--- src/rtl/bw_io_bsr_pkg.sv ---
// Shared types for the DTL boundary-scan master: FSM state encoding and clock phase codes.
package bw_io_bsr_pkg;

   typedef enum logic [2:0] {
      StIdle,
      StCap,
      StShift,
      StUpd,
      StResp
   } bsr_state_e;

   localparam logic PhLo = 1'b0;
   localparam logic PhHi = 1'b1;

   // States in which the phase generator runs.
   function automatic logic is_phased(input bsr_state_e st);
      return (st == StCap) || (st == StShift) || (st == StUpd);
   endfunction

endpackage

--- src/rtl/bw_io_bsr_clkgen.sv ---
// Phase generator for the BSR master: CLK_DIV cycles low, CLK_DIV cycles high, with
// one-cycle strobes on the last cycle of each phase. Held in the low phase while disabled.
module bw_io_bsr_clkgen
   import bw_io_bsr_pkg::*;
#(
   parameter int unsigned CLK_DIV = 2
) (
   input  logic clk,
   input  logic reset_l,
   input  logic i_en,
   output logic o_lo_last,
   output logic o_hi_last
);

   localparam int unsigned CW = $clog2(CLK_DIV) + 1;
   localparam logic [CW-1:0] LP_LAST = CW'(CLK_DIV - 1);
   localparam logic [CW-1:0] LP_ONE  = CW'(1);

   logic [CW-1:0] r_cnt;
   logic          r_phase;
   logic          w_wrap;

   assign w_wrap = (r_cnt == LP_LAST);

   always_ff @(posedge clk) begin
      if (!reset_l || !i_en) begin
         r_cnt   <= '0;
         r_phase <= PhLo;
      end else if (w_wrap) begin
         r_cnt   <= '0;
         r_phase <= ~r_phase;
      end else begin
         r_cnt   <= r_cnt + LP_ONE;
      end
   end

   assign o_lo_last = i_en && (r_phase == PhLo) && w_wrap;
   assign o_hi_last = i_en && (r_phase == PhHi) && w_wrap;

endmodule

--- src/rtl/bw_io_dtl_bsr_master.sv ---
// Boundary-scan master for one DTL pad group: runs CAPTURE/SHIFT/UPDATE on the BSR chain
// per request and returns the shifted-out word. Optional EXTEST mode via BW_IO_BSR_EXTEST_EN.
module bw_io_dtl_bsr_master
   import bw_io_bsr_pkg::*;
#(
   parameter int unsigned CHAIN_LEN = 8,
   parameter int unsigned CLK_DIV   = 2
) (
   input  logic                 clk,
   input  logic                 reset_l,
   input  logic                 req_vld,
   output logic                 req_rdy,
   input  logic                 req_cap,
   input  logic                 req_upd,
`ifdef BW_IO_BSR_EXTEST_EN
   input  logic                 req_extest,
`endif
   input  logic [CHAIN_LEN-1:0] req_data,
   output logic                 rsp_vld,
   input  logic                 rsp_rdy,
   output logic [CHAIN_LEN-1:0] rsp_data,
   output logic                 shift_dr,
   output logic                 clock_dr,
   output logic                 update_dr,
   output logic                 mode_ctl,
   output logic                 bsr_si,
   input  logic                 bso
);

   localparam int unsigned BW = $clog2(CHAIN_LEN) + 1;
   localparam logic [BW-1:0] LP_BIT_LAST = BW'(CHAIN_LEN - 1);
   localparam logic [BW-1:0] LP_BIT_ONE  = BW'(1);

   bsr_state_e           r_state;
   logic [CHAIN_LEN-1:0] r_shreg;
   logic [CHAIN_LEN-1:0] r_rsp_data;
   logic [BW-1:0]        r_bit;
   logic                 r_upd;
   logic                 r_req_rdy;
   logic                 r_rsp_vld;
   logic                 r_shift_dr;
   logic                 r_clock_dr;
   logic                 r_update_dr;
   logic                 r_bsr_si;
   logic                 w_lo_last;
   logic                 w_hi_last;
   logic [CHAIN_LEN-1:0] w_bso_msb;

   bw_io_bsr_clkgen #(
      .CLK_DIV (CLK_DIV)
   ) u_clkgen (
      .clk       (clk),
      .reset_l   (reset_l),
      .i_en      (is_phased(r_state)),
      .o_lo_last (w_lo_last),
      .o_hi_last (w_hi_last)
   );

   // Each bso sample enters at the MSB so the first sample ends up in bit 0.
   always_comb begin
      w_bso_msb              = '0;
      w_bso_msb[CHAIN_LEN-1] = bso;
   end

`ifdef BW_IO_BSR_EXTEST_EN
   logic r_extest;
   logic r_mode_ctl;
`endif

   always_ff @(posedge clk) begin
      if (!reset_l) begin
         r_state     <= StIdle;
         r_shreg     <= '0;
         r_rsp_data  <= '0;
         r_bit       <= '0;
         r_upd       <= 1'b0;
         r_req_rdy   <= 1'b0;
         r_rsp_vld   <= 1'b0;
         r_shift_dr  <= 1'b0;
         r_clock_dr  <= 1'b0;
         r_update_dr <= 1'b0;
         r_bsr_si    <= 1'b0;
`ifdef BW_IO_BSR_EXTEST_EN
         r_extest    <= 1'b0;
         r_mode_ctl  <= 1'b0;
`endif
      end else begin
         unique case (r_state)
            StIdle: begin
               r_req_rdy <= 1'b1;
               if (req_vld && r_req_rdy) begin
                  r_req_rdy <= 1'b0;
                  r_shreg   <= req_data;
                  r_upd     <= req_upd;
                  r_bit     <= '0;
`ifdef BW_IO_BSR_EXTEST_EN
                  r_extest  <= req_extest;
`endif
                  if (req_cap) begin
                     r_state <= StCap;
                  end else begin
                     r_state    <= StShift;
                     r_shift_dr <= 1'b1;
                     r_bsr_si   <= req_data[0];
                  end
               end
            end
            StCap: begin
               if (w_lo_last) begin
                  r_clock_dr <= 1'b1;
               end else if (w_hi_last) begin
                  r_clock_dr <= 1'b0;
                  r_shift_dr <= 1'b1;
                  r_bsr_si   <= r_shreg[0];
                  r_state    <= StShift;
               end
            end
            StShift: begin
               if (w_lo_last) begin
                  r_clock_dr <= 1'b1;
                  r_rsp_data <= (r_rsp_data >> 1) | w_bso_msb;
                  r_shreg    <= r_shreg >> 1;
               end else if (w_hi_last) begin
                  r_clock_dr <= 1'b0;
                  if (r_bit == LP_BIT_LAST) begin
                     r_shift_dr <= 1'b0;
                     r_bsr_si   <= 1'b0;
                     if (r_upd) begin
                        r_state     <= StUpd;
                        r_update_dr <= 1'b1;
`ifdef BW_IO_BSR_EXTEST_EN
                        r_mode_ctl  <= r_extest;
`endif
                     end else begin
                        r_state   <= StResp;
                        r_rsp_vld <= 1'b1;
                     end
                  end else begin
                     r_bit    <= r_bit + LP_BIT_ONE;
                     r_bsr_si <= r_shreg[0];
                  end
               end
            end
            StUpd: begin
               if (w_lo_last) begin
                  r_update_dr <= 1'b0;
               end else if (w_hi_last) begin
                  r_state   <= StResp;
                  r_rsp_vld <= 1'b1;
               end
            end
            StResp: begin
               if (rsp_rdy) begin
                  r_rsp_vld <= 1'b0;
                  r_req_rdy <= 1'b1;
                  r_state   <= StIdle;
               end
            end
            default: r_state <= StIdle;
         endcase
      end
   end

   assign req_rdy   = r_req_rdy;
   assign rsp_vld   = r_rsp_vld;
   assign rsp_data  = r_rsp_data;
   assign shift_dr  = r_shift_dr;
   assign clock_dr  = r_clock_dr;
   assign update_dr = r_update_dr;
   assign bsr_si    = r_bsr_si;
`ifdef BW_IO_BSR_EXTEST_EN
   assign mode_ctl  = r_mode_ctl;
`else
   assign mode_ctl  = 1'b0;
`endif

endmodule

--- config.mk ---
export PLATFORM = sky130hd
export DESIGN_NAME = bw_io_dtl_bsr_master
export DESIGN_NICKNAME = d
export VERILOG_FILES = /design/src/rtl/bw_io_bsr_pkg.sv /design/src/rtl/bw_io_bsr_clkgen.sv /design/src/rtl/bw_io_dtl_bsr_master.sv
export SDC_FILE = /design/constraint.sdc
export NUM_CORES = 1
export LEC_CHECK = 0
export ABC_CLOCK_PERIOD_IN_PS = 4300
export CAP_MARGIN = 20
export CORE_MARGIN = 1.5
export CORE_UTILIZATION = 60
export DETAILED_ROUTE_END_ITERATION = 8
export DONT_BUFFER_PORTS = 1
export PLACE_DENSITY = 0.87
export SLEW_MARGIN = 15
export SYNTH_ARGS = -nofsm -noshare
export SYNTH_HDL_FRONTEND = slang
export SYNTH_SLANG_ARGS = --single-unit
--- constraint.sdc ---
create_clock -name clk -period 4.3 [get_ports clk]
set_input_delay 0.43 -clock clk [delete_from_list [all_inputs] [get_ports clk]]
set_output_delay 0.43 -clock clk [all_outputs]
set_load 0.005 [all_outputs]
### Word-level counts from Yosys, hierarchy flattened

Cells that the tools add are included.

* multiplexer cells: 53
* reductions and logical operators: 30
* equality and inequality tests: 21
* add/subtract/negate cells: 2
* bitwise logic cells: 2

Operator list (number)
* 3-bit two-way mux: 10
* 1-bit two-way mux: 28
* 2-bit != test (second input constant): 9
* 4-bit two-way mux: 4
* 8-bit two-way mux: 2
* 8-bit one-hot mux with 2 select lines: 1
* 8-bit AND reduction: 2
* 3-bit one-hot mux with 5 select lines: 1
* 2-bit by 1-bit != test with 1-bit output (second input constant): 6
* 1-bit one-hot mux with 3 select lines: 3
* 9-bit AND reduction: 1
* 7-bit by 8-bit bitwise OR with 8-bit output: 1
* 4-bit one-hot mux with 2 select lines: 1
* 2-bit AND reduction: 4
* 2-bit nonzero test: 4
* 7-bit AND reduction: 1
* 3-bit by 2-bit == test with 1-bit output (second input constant): 2
* 6-bit AND reduction: 1
* 3-bit nonzero test: 2
* 1-bit logical AND: 5
* 5-bit AND reduction: 1
* 4-bit by 1-bit adder with 4-bit output (second input constant): 1
* 4-bit by 3-bit == test with 1-bit output (second input constant): 1
* 1-bit one-hot mux with 2 select lines: 2
* other kinds (11): 15

* bits of input ports: 15
* register bits after elaboration: 33
* logic and storage cells: 121

### Logic depth before layout (Yosys ltp)

Gate-level depths: netlist of run 1.

* word-level depth: 8
* depth in mapped cells: 9
* depth with buffers taken out: 7

### By module

Synthesis of run 1 repeated with hierarchy kept, for this count alone.

* cells, all modules: 191
* area, all modules: 1622.8 sq um

By module, submodules not included
* bw_io_dtl_bsr_master: area an instance 1492.7 sq um, cells each 177, times used 1
* bw_io_bsr_clkgen: area an instance 130.1 sq um, cells each 14, times used 1

### Worst setup path before layout of run 1

OpenSTA, ideal clock, no wires.

* path type: reg-to-reg
* from: register u_clkgen.r_cnt[1]
* to: register r_bit[2]
* stages on the path, launching flop included: 10
* slack: 2.584 ns
* period minus slack after synthesis: 1.716 ns
* required time: 4.175 ns
* library setup time: 0.125 ns
* data arrival time: 1.591 ns
* cell sequence: dfxtp_1 inv_1 ha_1 buf_2 nand2b_4 nor3_2 buf_6 or3b_4 o211ai_1 o31ai_1

* longest elaborated chain between the ends: 4
* elaborated cells between the ends (all ways): 6
* those cells by class: eq/ne (3); reduce/logical (3)

Ends and longest elaborated chain
* start: declaration: line bw_io_bsr_clkgen.sv:19 `logic [CW-1:0] r_cnt;`
* start signal: assignment: line bw_io_bsr_clkgen.sv:33 `r_cnt <= r_cnt + LP_ONE;`
* 2-bit by 1-bit == test with 1-bit output (*): line bw_io_bsr_clkgen.sv:23 `assign w_wrap = (r_cnt == LP_LAST);`
* 1-bit logical AND (on tied branches): line bw_io_bsr_clkgen.sv:37, bw_io_bsr_clkgen.sv:38
* 2-bit != test (no line) or 2-bit by 1-bit != test with 1-bit output (tied branches)
* 5-bit AND reduction (no line) (*)
* end signal: assignment: line bw_io_dtl_bsr_master.sv:139 `r_bit <= r_bit + LP_BIT_ONE;`
* end: declaration: line bw_io_dtl_bsr_master.sv:37 `logic [BW-1:0] r_bit;`

Mark *: on every way between the ends. The rest lies on a longest branch, timed or not.
A chain may end at the register's enable or synchronous reset.

### Worst setup path in the final report of run 1

* from: register r_state[1]
* to: register r_bsr_si, in the netlist bsr_si

* longest elaborated chain between the ends: 7
* elaborated cells between the ends (all ways): 19
* those cells by class: eq/ne (9); mux (1); reduce/logical (9)

Ends and longest elaborated chain
* start: declaration: line bw_io_dtl_bsr_master.sv:34 `bsr_state_e r_state;`
* start signal: assignment: line bw_io_dtl_bsr_master.sv:72 `r_state <= StIdle;`
* start signal: assignment: line bw_io_dtl_bsr_master.sv:100 `r_state <= StCap;`
* start signal: assignment: line bw_io_dtl_bsr_master.sv:102 `r_state <= StShift;`
* 3-bit by 1-bit == test with 1-bit output or 3-bit by 2-bit == test with 1-bit output (tied branches): line bw_io_bsr_pkg.sv:17, bw_io_dtl_bsr_master.sv:88
* 1-bit logical OR (2 in series): line bw_io_bsr_pkg.sv:17 `return (st == StCap) || (st == StShift) || (st == StUpd);`
* 1-bit logical AND (on tied branches) (2 in series): line bw_io_bsr_clkgen.sv:37, bw_io_bsr_clkgen.sv:38
* 2-bit != test (no line) or 2-bit by 1-bit != test with 1-bit output (tied branches)
* 7-bit AND reduction (no line)
* end signal: assignment: line bw_io_dtl_bsr_master.sv:104 `r_bsr_si <= req_data[0];`
* end signal: assignment: line bw_io_dtl_bsr_master.sv:114 `r_bsr_si <= r_shreg[0];`
* end signal: assignment: line bw_io_dtl_bsr_master.sv:140 `r_bsr_si <= r_shreg[0];`
* end: declaration: line bw_io_dtl_bsr_master.sv:44 `logic r_bsr_si;`

Parallel ways exist; a longest one is shown, timed or not.

==> reports/metrics.csv, run 1 <==
stage,metric,value,unit
run_status,status,completed,
hold_path,hold_class,in -> reg,
clock_tree,cts-root-buf,clkbuf_4,
hold_path,whs_path_depth,1,
synthesis,synth.distinct_cells,42,
layout,layout-drive-gt1-share,0.0782,
timing,fin_skew,0.0142,ns
hold_path,hp-start,rsp_rdy,
critical_path,crit_chain,nand2b_1 -> nor3_2 -> nand4b_4 -> mux2i_1 -> nor2_1,
critical_path,cp.required,4.52,ns
drt,drt_iter0_drc,29,
pwr,power_density,632,nW/um^2
drt,postRouteWirelength,3260,um
clock_tree,cts_tree,done,
clock_tree,clock_latency,0.34,ns
grt,grt_start_max_net_pins,28,
critical_path,setup.worst_path.end_class,flip-flop,
synthesis,netlist_instances,184,
critical_path,crit_slowest_cell,nor3_2,
clock_tree,clock_path_buffers,2,
critical_path,r2r-end,bsr_si,
clock_tree,cts_resized,0,
timing,worstMarginPinSlew,0.995,ns
synthesis,yosysWarnings,0,
hold_path,whs_endpoint,rsp_vld,
synthesis,yosys.area.top_type,dfxtp_1,
drt,wl_per_cell,15.6,um
layout,num-fill-cells,209,
synthesis,synth-edff-count,0,
pwr,totalPowerFinal,0.00104,W
drt,num_vias,1324,
placement,dpl.hpwl,2350,um
timing,slew_headroom,0.333,
clock_tree,cts-htree-levels,2,
timing,finalCritPeriodShare,0.583,
grt,grt_pass1_wl,4920,um
synthesis,synth_common_cells,"33 x dfxtp_1, 27 x nor2_1, 21 x nand2_1",
drt,routed_via_density,6.33,
drt,drtPass1Iterations,5,
grt,grtUsageTotal,0.237,
clock_tree,clock_sinks,33,
die,start_util,0.643,
clock_tree,clk_pin_slew,0.10,ns
timing,grt_setup_unrepaired,false,
timing,hold_violations,0,
clock_tree,numCtsBuffers,5,
critical_path,start_kind,flip-flop,
critical_path,critical_path.max_fanout,19,
die,ioPinCount,30,
job,cap_violations,0,
clock_tree,ctsHoldBuffers,0,
critical_path,r2r_cells,5,
die,die_w,55.0,um
critical_path,crit_arrival,2.72,ns
timing,fin_setup_tns,0,ns
grt,antenna_found_initial,0,
synthesis,syn_area,1620,um^2
timing,setup-violations-final,0,
timing,fmax,399,MHz
layout,num_antenna_cells,0,
drt,final_antenna_net_count,0,
grt,overflow,0,
critical_path,critPathLaunch,r_state[1],
placement,globalplace.congestion,0.860,
timing,drv_slew,0,
die,fp.dieArea,3030,um^2
synthesis,async_flop_share,0,
drt,drc_errors,0,
clock_tree,postCtsSetupRepairBufs,0,
synthesis,synth.most_common_cell,dfxtp_1,
die,die_y,55.0,um
placement,dpl.cell_count,202,
die,rows,18,
critical_path,r2r_start,r_state[1],
synthesis,synthTopCellsByArea,"dfxtp_1 41%, mux2i_1 8.0%, nor2_1 6.2%",
synthesis,synth_flop_cell,dfxtp_1,
synthesis,syn_nets,201,
layout,areaGrowthSynthToFinish,1.23,%
layout,fin_cells,209,
layout,final_util,0.651,
timing,fin_crit,2.51,ns
critical_path,critPathMaxStageDelay,0.83,ns
critical_path,critical_path_class,reg -> reg,
pwr,p_leak,0.559,nW
grt,grt_pass1_vias,1137,
layout,layout.nets,196,
pwr,ir_drop,381,uV
critical_path,rrSetupSlack,1.79,ns
die,core-area,2520,um^2
synthesis,synth-seq-cells,33,
synthesis,syn_area_per_cell,8.82,um^2
synthesis,synth.top_cell.area_share,0.407,
placement,numPortBuffers,0,
synthesis,ys_seq_area_frac,0.407,
## worst max-delay path, delay by kind of cell, from the launching register on
| family | cells | cell delay, ns |
|---|---|---|
| DFF | 1 | 0.80 |
| and+or+nand+nor | 4 | 1.40 |
| muxes | 1 | 0.19 |
## report_power, final
part           switching (W)  total, W  internal (W)
clock network      0.0000970  0.000174     0.0000770
registers          0.0000841  0.000452      0.000368
logic               0.000236  0.000412      0.000176
## logic make-up after synthesis
family	synth area share
XOR/XNOR	0.00540
AO/OA/AOI/OAI	0.170
adder cells (fa/ha/maj)	0.0154
buffers and inverters	0.0540
multiplexers	0.0802
other	0.00231
flip-flops	0.407
AND/OR/NAND/NOR	0.266
## cell usage in the layout (no fill, tap or decap), drive strengths merged, types with 3 or more instances in the layout
cell type  count
mux2i         13
nor3           7
inv            3
nor2          28
nand3          4
o31ai          4
nand2         21
nand2b         6
o211ai         3
and2           3
dfxtp         33
a311oi         8
o21ai          3
clkbuf         7
a21oi          9
a31oi          3
## per-layer routing
metal | up-vias | track usage | part of all wire
met1 | 634 | 0.239 | 0.39
met3 | 8 | 0.0887 | 0.067
met5 | - | 0 | 0
met4 | 0 | 0.0976 | 0.018
li1 | 638 | - | -
met2 | 44 | 0.435 | 0.52
## through the flow
step                      setup slack, ns  hold WS [ns]  area, um^2
after floorplan                      2.58         0.404        1620
after global placement               1.96         0.412        1590
after detailed placement             1.81         0.420        1590
after CTS                            1.78         0.185        1640
after global routing                 1.58         0.177        1640
final                                1.79         0.194        1640
## sequential cells by signal, summed over array words and instances (netlist names)
register,cells
r_upd,1
r_bit,4
r_state,3
update_dr,1
u_clkgen.r_cnt,2
rsp_vld,1
u_clkgen.r_phase,1
clock_dr,1
shift_dr,1
r_shreg,8
bsr_si,1
req_rdy,1
rsp_data,8
## cell type report
class	instances	area (um^2)	share of cell area
inverters	4	15.0	0.00914
well taps	30	37.5	0.0228
multi-input cells	135	875	0.532
clock buffers	7	55.1	0.0335
flip-flops and latches	33	661	0.402
## worst max path at each step
stage / endpoint / slack (ns)
2_1_floorplan: r_bit[2] / 2.58
3_3_place_gp: bsr_si / 1.96
3_5_place_dp: bsr_si / 1.81
4_1_cts: bsr_si / 1.78
5_1_grt: bsr_si / 1.58
6_report: bsr_si / 1.79
Note: power is estimated with default switching activity, not from simulation.
==> inputs of run 2 (changes only) <==
--- a/config.mk
+++ b/config.mk
@@ -5,13 +5,13 @@
 export SDC_FILE = /design/constraint.sdc
 export NUM_CORES = 1
 export LEC_CHECK = 0
-export ABC_CLOCK_PERIOD_IN_PS = 4300
+export ABC_CLOCK_PERIOD_IN_PS = 2000
 export CAP_MARGIN = 20
 export CORE_MARGIN = 1.5
-export CORE_UTILIZATION = 60
+export CORE_UTILIZATION = 55
 export DETAILED_ROUTE_END_ITERATION = 8
 export DONT_BUFFER_PORTS = 1
-export PLACE_DENSITY = 0.87
+export PLACE_DENSITY = 0.84
 export SLEW_MARGIN = 15
 export SYNTH_ARGS = -nofsm -noshare
 export SYNTH_HDL_FRONTEND = slang
==> constraint.sdc (replaced) <==
create_clock -name clk -period 2 [get_ports clk]
set_input_delay 0.2 -clock clk [delete_from_list [all_inputs] [get_ports clk]]
set_output_delay 0.2 -clock clk [all_outputs]
set_load 0.005 [all_outputs]
==> reports/metrics.csv, run 2 (synthesis results as in run 1) <==
stage,metric,value,unit
run_status,status,completed,
drt,final_antenna_net_count,0,
clock_tree,postCtsSetupRepairBufs,0,
die,ioPinCount,30,
grt,grtUsageTotal,0.228,
pwr,totalPowerFinal,0.00249,W
timing,hold_violations,0,
die,die_y,57.3,um
timing,fmax,545,MHz
clock_tree,clock_latency,0.33,ns
layout,num-fill-cells,237,
grt,antenna_found_initial,0,
critical_path,cp.required,2.25,ns
drt,drtPass1Iterations,4,
placement,dpl.cell_count,212,
critical_path,critical_path_class,reg -> reg,
grt,overflow,0,
timing,drv_slew,0,
drt,drc_errors,0,
layout,num_antenna_cells,0,
clock_tree,cts-root-buf,clkbuf_4,
die,start_util,0.583,
timing,fin_skew,0.00843,ns
clock_tree,clk_pin_slew,0.11,ns
drt,postRouteWirelength,3540,um
critical_path,setup.worst_path.end_class,flip-flop,
die,die_w,57.3,um
die,rows,19,
job,cap_violations,0,
grt,grt_pass1_vias,1313,
clock_tree,cts_tree,done,
pwr,ir_drop,1000,uV
pwr,power_density,1400,nW/um^2
layout,layout.nets,208,
layout,mostFrequentLayoutCell,dfxtp_1,
timing,fin_crit,1.83,ns
timing,fin_setup_tns,0,ns
clock_tree,clock_sinks,33,
grt,grt_start_max_net_pins,17,
die,fp.dieArea,3290,um^2
placement,globalplace.congestion,0.868,
critical_path,critical_path.max_fanout,6,
clock_tree,numCtsBuffers,5,
drt,drt_iter0_drc,65,
critical_path,crit_arrival,2.08,ns
pwr,p_leak,0.631,nW
critical_path,start_kind,flip-flop,
drt,wl_per_cell,15.9,um
timing,setup-violations-final,0,
timing,grt_setup_unrepaired,false,
timing,finalCritPeriodShare,0.917,
layout,areaGrowthSynthToFinish,9.56,%
clock_tree,clock_path_buffers,2,
drt,num_vias,1361,
clock_tree,cts-htree-levels,2,
layout,mostFrequentLayoutCells,"33 x dfxtp_1, 27 x nor2_1, 21 x nand2_1, 13 x mux2i_1",
placement,numPortBuffers,0,
grt,grt_pass1_wl,5830,um
placement,dpl.hpwl,2510,um
layout,fin_cells,223,
drt,routed_via_density,6.10,
die,core-area,2780,um^2
layout,multi_input_area,877,um^2
hold_path,hold_class,in -> reg,
layout,layout-drive-gt1-share,0.135,
layout,regArea,661,um^2
==> run 2: cell count changes in the layout (fill, tap and decap cells not counted) <==
cell | before | now
buf_4 | 0 | 9
ha_1 | 2 | 1
clkinvlp_4 | 0 | 1
bufinv_16 | 0 | 1
ha_2 | 0 | 1
clkbuf_1 | 1 | 0
dlygate4sd3_1 | 0 | 3
==> run 2: critical path, cell delays in order, from the launching register on <==
cell and delay [ns]:
dfxtp_1 0.40, ha_1 0.22, nand3b_1 0.24, a2111oi_4 0.51, a31oi_1 0.14, a311oi_1 0.24
==> run 2: layout make-up <==
cell class	instances	area share
timing repair buffer	12	0.0549
sequential	33	0.372
clock buffer	6	0.0289
tap	31	0.0218
multi-input combinational	135	0.493
inverter	4	0.00844
clock inverter	2	0.0211
==> run 2: path summary, 6_finish.rpt <==
path | start | end | slack [ns] | depth (start not counted)
worst max register to register | r_bit[0] | rsp_vld | 0.17 | 5
worst max-delay path | r_bit[0] | rsp_vld | 0.17 | 5
worst min register to register | u_clkgen.r_cnt[0] | u_clkgen.r_cnt[0] | 0.45 | 1
worst min-delay path | req_upd | r_upd | 0.01 | 2
==> run 2: metal layers <==
layer  routed length, um  global-route usage  part of all wire
met5                   0                   0                 0
met4                  54              0.0997             0.015
met3                 200              0.0590             0.057
met2                1740               0.373              0.49
met1                1540               0.285              0.44
==> run 2: metrics by stage <==
step           setup WS (ns)  cell area [um^2]  utilization  hold WS (ns)
2_1_floorplan          0.284              1620            -         0.316
3_3_place_gp           0.183              1660        0.596         0.320
3_5_place_dp           0.126              1660        0.596         0.326
4_1_cts                0.109              1770        0.635       0.00602
5_1_grt              0.00149              1780        0.639        0.0102
6_report               0.167              1780        0.639        0.0144
==> run 2: what timing repair did <==
item,in CTS,in global routing
hold buffers,2,1
resized for setup,0,1
endpoints found under the hold margin,3,1
endpoints found under the setup margin,0,8
==> run 2: power breakdown <==
group	total, W	internal [W]	switching [W]	leakage (nW)
registers	0.000928	0.000791	0.000137	0.268
clock network	0.000529	0.000297	0.000232	0.0445
logic	0.00104	0.000457	0.000578	0.318
total	0.00249	0.00154	0.000947	0.631
==> inputs of run 3 (changes only) <==
--- a/config.mk
+++ b/config.mk
@@ -9,9 +9,10 @@
 export CAP_MARGIN = 20
 export CORE_MARGIN = 1.5
 export CORE_UTILIZATION = 55
+export CTS_CLUSTER_SIZE = 14
 export DETAILED_ROUTE_END_ITERATION = 8
 export DONT_BUFFER_PORTS = 1
-export PLACE_DENSITY = 0.84
+export PLACE_DENSITY = 0.81
 export SLEW_MARGIN = 15
 export SYNTH_ARGS = -nofsm -noshare
 export SYNTH_HDL_FRONTEND = slang
==> reports/metrics.csv, run 3 (synthesis results as in run 1) <==
stage,metric,value,unit
run_status,status,completed,
clock_tree,cts_tree,done,
layout,num-fill-cells,248,
grt,grt_pass1_vias,1350,
clock_tree,numCtsBuffers,5,
die,rows,19,
pwr,power_frac_comb,0.441,
layout,layout.nets,208,
placement,numPortBuffers,0,
critical_path,critPathCapture,r_state[1],
timing,finalCritPeriodShare,0.916,
critical_path,r2r_cells,6,
critical_path,r2r_start,r_bit[0],
layout,num_antenna_cells,0,
die,core-area,2780,um^2
placement,dpl.hpwl,2430,um
grt,antenna_found_initial,0,
layout,mostFrequentLayoutCells,"31 x dfxtp_1, 27 x nor2_1, 21 x nand2_1, 13 x mux2i_1, 10 x buf_4",
grt,grtUsageTotal,0.233,
placement,dpl.cell_count,210,
drt,wl_per_cell,15.4,um
clock_tree,clock_sinks,33,
die,die_y,57.3,um
die,start_util,0.583,
drt,final_antenna_net_count,0,
die,fp.dieArea,3290,um^2
timing,drv_slew,0,
critical_path,cp.required,2.22,ns
job,cap_violations,0,
timing,fin_crit,1.83,ns
drt,postRouteWirelength,3420,um
critical_path,r2r-end,r_state[1],
critical_path,crit_arrival,2.05,ns
timing,setup-violations-final,0,
clock_tree,clock_latency,0.33,ns
timing,hold_violations,0,
drt,drt_iter0_drc,59,
clock_tree,cts-htree-levels,2,
critical_path,start_kind,flip-flop,
pwr,clkPwrFrac,0.159,
pwr,ir_drop,1100,uV
hold_path,hold_class,in -> reg,
timing,slew_headroom,0.659,
placement,globalplace.congestion,0.892,
timing,worstMarginPinSlew,0.509,ns
grt,overflow,0,
timing,grt_setup_unrepaired,false,
layout,fin_cells,222,
pwr,seq_power_share,0.399,
critical_path,setup.worst_path.end_class,flip-flop,
grt,grt_pass1_wl,5960,um
critical_path,critPathLaunch,r_bit[0],
layout,mostFrequentLayoutCell,dfxtp_1,
timing,fin_skew,0.000853,ns
layout,areaGrowthSynthToFinish,7.48,%
clock_tree,cts-root-buf,clkbuf_4,
grt,grt_start_max_net_pins,27,
pwr,p_int,0.00144,W
layout,layout-drive-gt1-share,0.141,
drt,drc_errors,0,
drt,routed_via_density,6.02,
die,ioPinCount,30,
placement,pre_cts_ws,0.106,ns
pwr,p_leak,0.618,nW
clock_tree,clock_path_buffers,2,
die,die_w,57.3,um
layout,final_util,0.627,
critical_path,critical_path_class,reg -> reg,
critical_path,rrSetupSlack,0.17,ns
pwr,p_sw_frac,0.390,
timing,fmax,546,MHz
pwr,power_density,1360,nW/um^2
drt,drtPass1Iterations,5,
timing,fin_setup_tns,0,ns
drt,num_vias,1337,
critical_path,critical_path.max_fanout,4,
pwr,switching_power,0.000922,W
timing,setup_ws,0.168,ns
clock_tree,clk_pin_slew,0.09,ns
pwr,totalPowerFinal,0.00236,W
==> run 3: changes by cell type in the layout (fill, tap and decap cells not counted), sizes merged <==
cell	before	now
clkinvlp	1	0
dlygate4sd3	3	2
bufinv	1	0
buf	9	10
clkbuf	6	7
==> run 3: area by class of cell <==
type                       instances  area, um^2  area share
multi-input combinational        135         877       0.503
sequential                        33         663       0.380
clock buffer                       7        55.1      0.0316
inverter                           4        15.0     0.00861
timing repair buffer              12        95.1      0.0545
tap                               31        38.8      0.0222
==> run 3: per-layer routing <==
metal | track usage | share of wire | up-vias
met2 | 0.401 | 0.48 | 44
li1 | - | - | 666
met4 | 0.0897 | 0.013 | 0
met5 | 0 | 0 | -
met1 | 0.270 | 0.44 | 621
met3 | 0.0748 | 0.062 | 6
==> run 3: repair_timing <==
item	CTS	global route
hold buffers	2	0
buffers inserted	0	3
resized for setup	0	3
setup endpoints to repair	0	12
hold endpoints to repair	3	0
==> run 3: power groups by stage <==
stage | sequential (W) | clock (W) | combinational [W]
2_1_floorplan | 0.000867 | 0 | 0.000873
3_3_place_gp | 0.000941 | 0 | 0.000933
3_5_place_dp | 0.000953 | 0 | 0.000974
4_1_cts | 0.000938 | 0.000385 | 0.000981
5_1_grt | 0.000966 | 0.000416 | 0.00115
6_report | 0.000944 | 0.000377 | 0.00104
==> run 3: worst max-delay path, stage by stage, from the launching register on <==
cell and delay [ns]:
dfxtp_1 0.39, ha_1 0.21, nand3b_1 0.22, a2111oi_4 0.49, buf_4 0.19, mux2i_1 0.18
nor2_1 0.05
==> run 3: per-stage QoR <==
stage	hold slack, ns	instance area (um^2)
2_1_floorplan	0.316	1620
3_3_place_gp	0.318	1640
3_5_place_dp	0.325	1640
4_1_cts	0.0122	1720
5_1_grt	0.00617	1740
6_report	0.0141	1740
==> run 3: worst min path at each step <==
| stage | endpoint | depth (start not counted) | from |
|---|---|---|---|
| after floorplan | rsp_vld | 1 | rsp_rdy |
| after global placement | rsp_vld | 1 | rsp_rdy |
| after detailed placement | rsp_vld | 1 | rsp_rdy |
| after CTS | rsp_data[7] | 2 | bso |
| after global routing | r_shreg[7] | 2 | req_data[7] |
| final | r_shreg[7] | 2 | req_data[7] |
